<file path="src/rtl/mux_layer_rr.sv">
// Bank of LANES registered RATIO:1 multiplexers with external or round-robin selection.
// Optional drop counter output (drop_cnt) is built only when MUX_STATUS_EN is defined.
module mux_layer_rr #(
  parameter int WIDTH = 8,
  parameter int LANES = 2,
  parameter int RATIO = 2,
  parameter int SEL_W = 1
) (
  input  logic                           clk,
  input  logic                           reset,
  input  logic [LANES*RATIO*WIDTH-1:0]   in_data,
  input  logic [LANES*RATIO-1:0]         in_valid,
  input  logic [SEL_W-1:0]               sel_ext,
  input  logic                           sel_mode,
  input  logic                           enable,
  output logic [LANES*WIDTH-1:0]         out_data,
  output logic [LANES-1:0]               out_valid,
  output logic [SEL_W-1:0]               sel_cur
`ifdef MUX_STATUS_EN
  ,
  output logic [7:0]                     drop_cnt
`endif
);

  // Handshake: valid-only, no ready. A word is transferred when its lane's
  // selected in_valid is 1 on an enabled edge; unselected valid words are lost.
  logic [SEL_W-1:0] sel;
  logic [WIDTH-1:0] pick_data [LANES];
  logic [LANES-1:0] pick_valid;

  always_comb begin
    sel        = sel_mode ? sel_cur : sel_ext;
    pick_valid = '0;
    for (int l = 0; l < LANES; l++) begin
      pick_data[l] = '0;
      for (int k = 0; k < RATIO; k++) begin
        if (SEL_W'(k) == sel) begin
          pick_valid[l] = in_valid[l*RATIO+k];
          pick_data[l]  = in_data[(l*RATIO+k)*WIDTH +: WIDTH];
        end
      end
    end
  end

  // Data holds when the selected input is not valid; valid always follows.
  always_ff @(posedge clk) begin
    if (!reset) begin
      out_data  <= '0;
      out_valid <= '0;
      sel_cur   <= '0;
    end else if (enable) begin
      out_valid <= pick_valid;
      for (int l = 0; l < LANES; l++) begin
        if (pick_valid[l]) out_data[l*WIDTH +: WIDTH] <= pick_data[l];
      end
      if (sel_mode) sel_cur <= sel_cur + SEL_W'(1);
    end
  end

`ifdef MUX_STATUS_EN
  logic drop_any;

  always_comb begin
    drop_any = 1'b0;
    for (int l = 0; l < LANES; l++) begin
      for (int k = 0; k < RATIO; k++) begin
        if ((SEL_W'(k) != sel) && in_valid[l*RATIO+k]) drop_any = 1'b1;
      end
    end
  end

  // One count per cycle with any drop, saturating at 255.
  always_ff @(posedge clk) begin
    if (!reset) begin
      drop_cnt <= '0;
    end else if (enable && drop_any && (drop_cnt != 8'hFF)) begin
      drop_cnt <= drop_cnt + 8'd1;
    end
  end
`endif

endmodule

</file>
<file path="config.mk">
export PLATFORM = sky130hd
export DESIGN_NAME = mux_layer_rr
export DESIGN_NICKNAME = d
export VERILOG_FILES = /design/src/rtl/mux_layer_rr.sv
export SDC_FILE = /design/constraint.sdc
export NUM_CORES = 1
export LEC_CHECK = 0
export ABC_AREA = 1
export BUFFER_PORTS_ARGS = -buffer_cell sky130_fd_sc_hd__buf_2
export CORE_ASPECT_RATIO = 0.5
export CORE_MARGIN = 2
export CORE_UTILIZATION = 45
export DETAILED_ROUTE_END_ITERATION = 10
export PLACE_DENSITY = 0.76
export SYNTH_ARGS = -nofsm -noshare
export SYNTH_HDL_FRONTEND = slang
export SYNTH_SLANG_ARGS = --single-unit
</file>
<file path="constraint.sdc">
create_clock -name clk -period 1.4 [get_ports clk]
set_input_delay 0.14 -clock clk [delete_from_list [all_inputs] [get_ports clk]]
set_output_delay 0.14 -clock clk [all_outputs]
set_load 0.01 [all_outputs]
</file>
==> metrics.md <==
| Metric | Value |
|---|---|
| Outcome | `finished clean` |
| Slowest cell on crit path | `dfxtp_1` |
| CTS tree | `done` |
| Worst Path Max Fanout | `17` |
| Synth Net Count | `around 220` |
| YS warnings | `0` |
| DRC violations left | `0` |
| Worst EP arrival | `1.40 ns` |
| Residual overflow from global routing | `0` |
| Max Freq | `between 0.8 and 0.9 GHz` |
| Placed wire-length estimate | `slightly above 2 mm` |
| Clk_lat worst skew | `~0.26 ns` |
| Filler cells | `between 200 and 250` |
| Psw | `between 0.0004 and 0.0005 W` |
| Worst Max-Slew Pin Slew | `~0.32 ns` |
| Post-CTS sizing | `0` |
| WS Path Type | `reg -> reg` |
| CP Data Required Time | `between 1.5 and 2 ns` |
| Buffers and inverters on the worst path | `1` |
| Die X-Extent | `between 70 and 80 um` |
| Cell family with most CP delay | `simple AND/OR/NAND/NOR gates` |
| Seq cells post-synth | `19` |
| Final WL | `roughly 2.7 mm` |
| Pint | `0.000940 W` |
| # clock sinks | `19` |
| Top cells by area, synth | `dfxtp_1, nand2_1, inv_1` |
| RSZ-0062 raised after global routing | `no` |
| CTS Hold Bufs | `0` |
| Gpl congestion | `a little over 0.8` |
| Hold WC Path Type | `in -> reg` |
| Starting DRT DRC Count | `41` |
| Synthesized instance count | `around 180` |
| Largest net degree at the start of global routing | `20` |
| CP peak stage delay | `between 0.4 and 0.5 ns` |
| Final number of max-transition violations | `0` |
| Postcts setup bufs | `0` |
| Clock share of power | `28.6%` |
| Die H | `roughly 40 um` |
| Seq pwr share | `between 40% and 50%` |
| Met3 usage | `6.98%` |
| CP dominant cell by count | `nand2_1` |
| Top cell type by total area after synthesis | `dfxtp_1` |
| Root Buffer | `clkbuf_8` |
| VDD IR-drop max | `0.439 mV` |
| Setup ws final | `~0.16 ns` |
| First-pass DRT Iterations | `4` |
| Max Cap Violations | `0` |
| WL/cell | `9.91 um` |
| Pleak | `0.899 nW` |
| Cell Chain, Critical Path | `inv_1 > nand2_1 > nand3_2 > nand3_4 > nand2_1 > nand2_1 > nor2_2` |
| Final TNS setup | `0 ns` |
| Global-route wire length before repair | `4.40 mm` |
| TritonCTS buffer count | `3` |
| Total number of vias | `approximately 1.2k` |
| H-Tree Depth | `1` |
| Crit end category | `flop` |
| Area growth syn-to-layout | `28.5%` |
| Number of antenna diodes | `0` |
| FP Rows | `12` |
| IO Pins | `60` |
| Share of post-route cells with drive strength above 1 | `a little over a third` |
| Met1 Usage GRT | `21.7%` |
| Mapped cell area | `between 0.001 and 0.0015 sq mm` |
| Setup Skew | `0.00614 ns` |
| Seq/Total Area, Yosys | `between 30% and 40%` |
| DR vias/cell | `about 4.4` |
| M2 GR Usage | `37.3%` |
| Clock-pin slew on the worst setup and hold paths | `approximately 0.080 ns` |
| Relative slew slack | `approximately 79%` |
| Worst setup SP type | `flop` |
| Final Util | `between 60 and 70%` |
| Number of routed nets with antenna violations | `0` |
| Tmin final | `1.24 ns` |
| Nets | `280` |
| Sw Ratio | `between 30% and 40%` |
| Core Area | `around 0.0023 sq mm` |
| Vias in the first global route | `1,061` |
| Finished Layout Cells | `between 200 and 300` |
| GRT Total Usage | `19.0%` |
| Die ar. | `between 0.003 and 0.004 sq mm` |
| Number of hold violations in the final report | `0` |
| Input/output buffers | `59` |
| Final setup fails | `0` |
| Dpl ws | `a little under 0.2 ns` |
| Global route hottest layer | `met2` |
| Initial antenna violation count | `0` |
| Effective utilization at floorplan | `about half` |
| Hold_ws | `0.188 ns` |
| Tcrit/Tclk final | `between 80 and 90%` |
| Power per cell area | `just over 900 mW/mm^2` |
| DP Cell Count | `269` |
| Synth unique cells | `19` |
| Synth top area share | `32.6%` |
| Combinational share of power | `26.9%` |
| Syn Area/Cell | `about 6.4 sq um` |
| CTS max path bufs | `2` |
## Yosys cell counts
| library cell | number |
|---|---|
| nand3_1 | 17 |
| nand2_8 | 1 |
| nand2_2 | 1 |
| nand3_2 | 3 |
| buf_8 | 2 |
| nor2_2 | 9 |
| inv_2 | 1 |
| buf_2 | 2 |
| dfxtp_1 | 19 |
| nand2_4 | 2 |
| o21ai_0 | 1 |
| a21oi_1 | 3 |
| buf_6 | 1 |
| nor2_1 | 23 |
| buf_4 | 1 |
| nand3_4 | 3 |
| clkbuf_1 | 1 |
| inv_1 | 24 |
| nand2_1 | 67 |
## metal layers
layer  part of all wire, %  routed length, um
met5                     0                  0
met1                    48               1300
met4                     0                  0
met3                   7.0                190
met2                    45               1210
## per-stage QoR
stage	instance area, sq um	total power [W]
after global placement	1450	0.000984
after global routing	1500	0.00147
after CTS	1500	0.00139
after detailed placement	1450	0.000991
after floorplan	1170	0.000873
final	1500	0.00137
## placed cells by master (no fill, tap or decap)
| cell | n |
|---|---|
| clkinvlp_4 | 1 |
| nand3_4 | 3 |
| nand2_8 | 1 |
| inv_1 | 24 |
| inv_2 | 1 |
| nand3_2 | 3 |
| dfxtp_1 | 19 |
| o21ai_0 | 1 |
| nand2_1 | 67 |
| nand2_4 | 2 |
| clkbuf_8 | 3 |
| buf_4 | 1 |
| a21oi_1 | 3 |
| nor2_2 | 9 |
| nand2_2 | 1 |
| buf_2 | 59 |
| nand3_1 | 17 |
| nor2_1 | 23 |
## final cells by class
class                      count  area (sq um)  area share [%]
multi-input combinational    130           631            42.0
tap                           35          43.8            2.92
clock buffer                   3          41.3            2.75
inverter                      25          93.8            6.26
clock inverter                 1          7.51           0.500
timing repair buffer          60           303            20.2
sequential                    19           380            25.4
## logic make-up (layout without fill, tap and decap cells)
group                  Yosys count  in the layout  share of synthesized area (%)
AOI/OAI and AO/OA                4              4                           1.71
DFF                             19             19                           32.6
buffers and inverters           32             89                           13.4
and+or+nand+nor                126            126                           52.3
## power groups by stage
stage | Sequential [W] | Combinational (W) | Clock [W]
finish | 0.000609 | 0.000369 | 0.000392
global route | 0.000614 | 0.000418 | 0.000436
CTS | 0.000610 | 0.000372 | 0.000409
detailed placement | 0.000622 | 0.000369 | 0
global placement | 0.000620 | 0.000364 | 0
floorplan | 0.000644 | 0.000229 | 0
## worst reg2reg max path, cell delays in order (launching register included)
cell and delay [ns]:
dfxtp_1 0.42, inv_1 0.08, nand2_1 0.12, nand3_2 0.11
nand3_4 0.20, nand2_1 0.10, nand2_1 0.08, nor2_2 0.03
## sequential cells by signal, summed over array words and instances (netlist names)
name / cells
sel_cur: 1
out_data: 16
out_valid: 2
## final timing paths
kind | startpoint | to | slack, ns | depth (start not counted)
setup / recovery | sel_cur | out_data[14] | 0.16 | 7
hold / removal | in_data[13] | out_data[5] | 0.19 | 5
setup reg to reg | sel_cur | out_data[14] | 0.16 | 7
hold reg to reg | out_valid[0] | out_valid[0] | 0.46 | 2
Note: power is estimated with default switching activity, not from simulation.
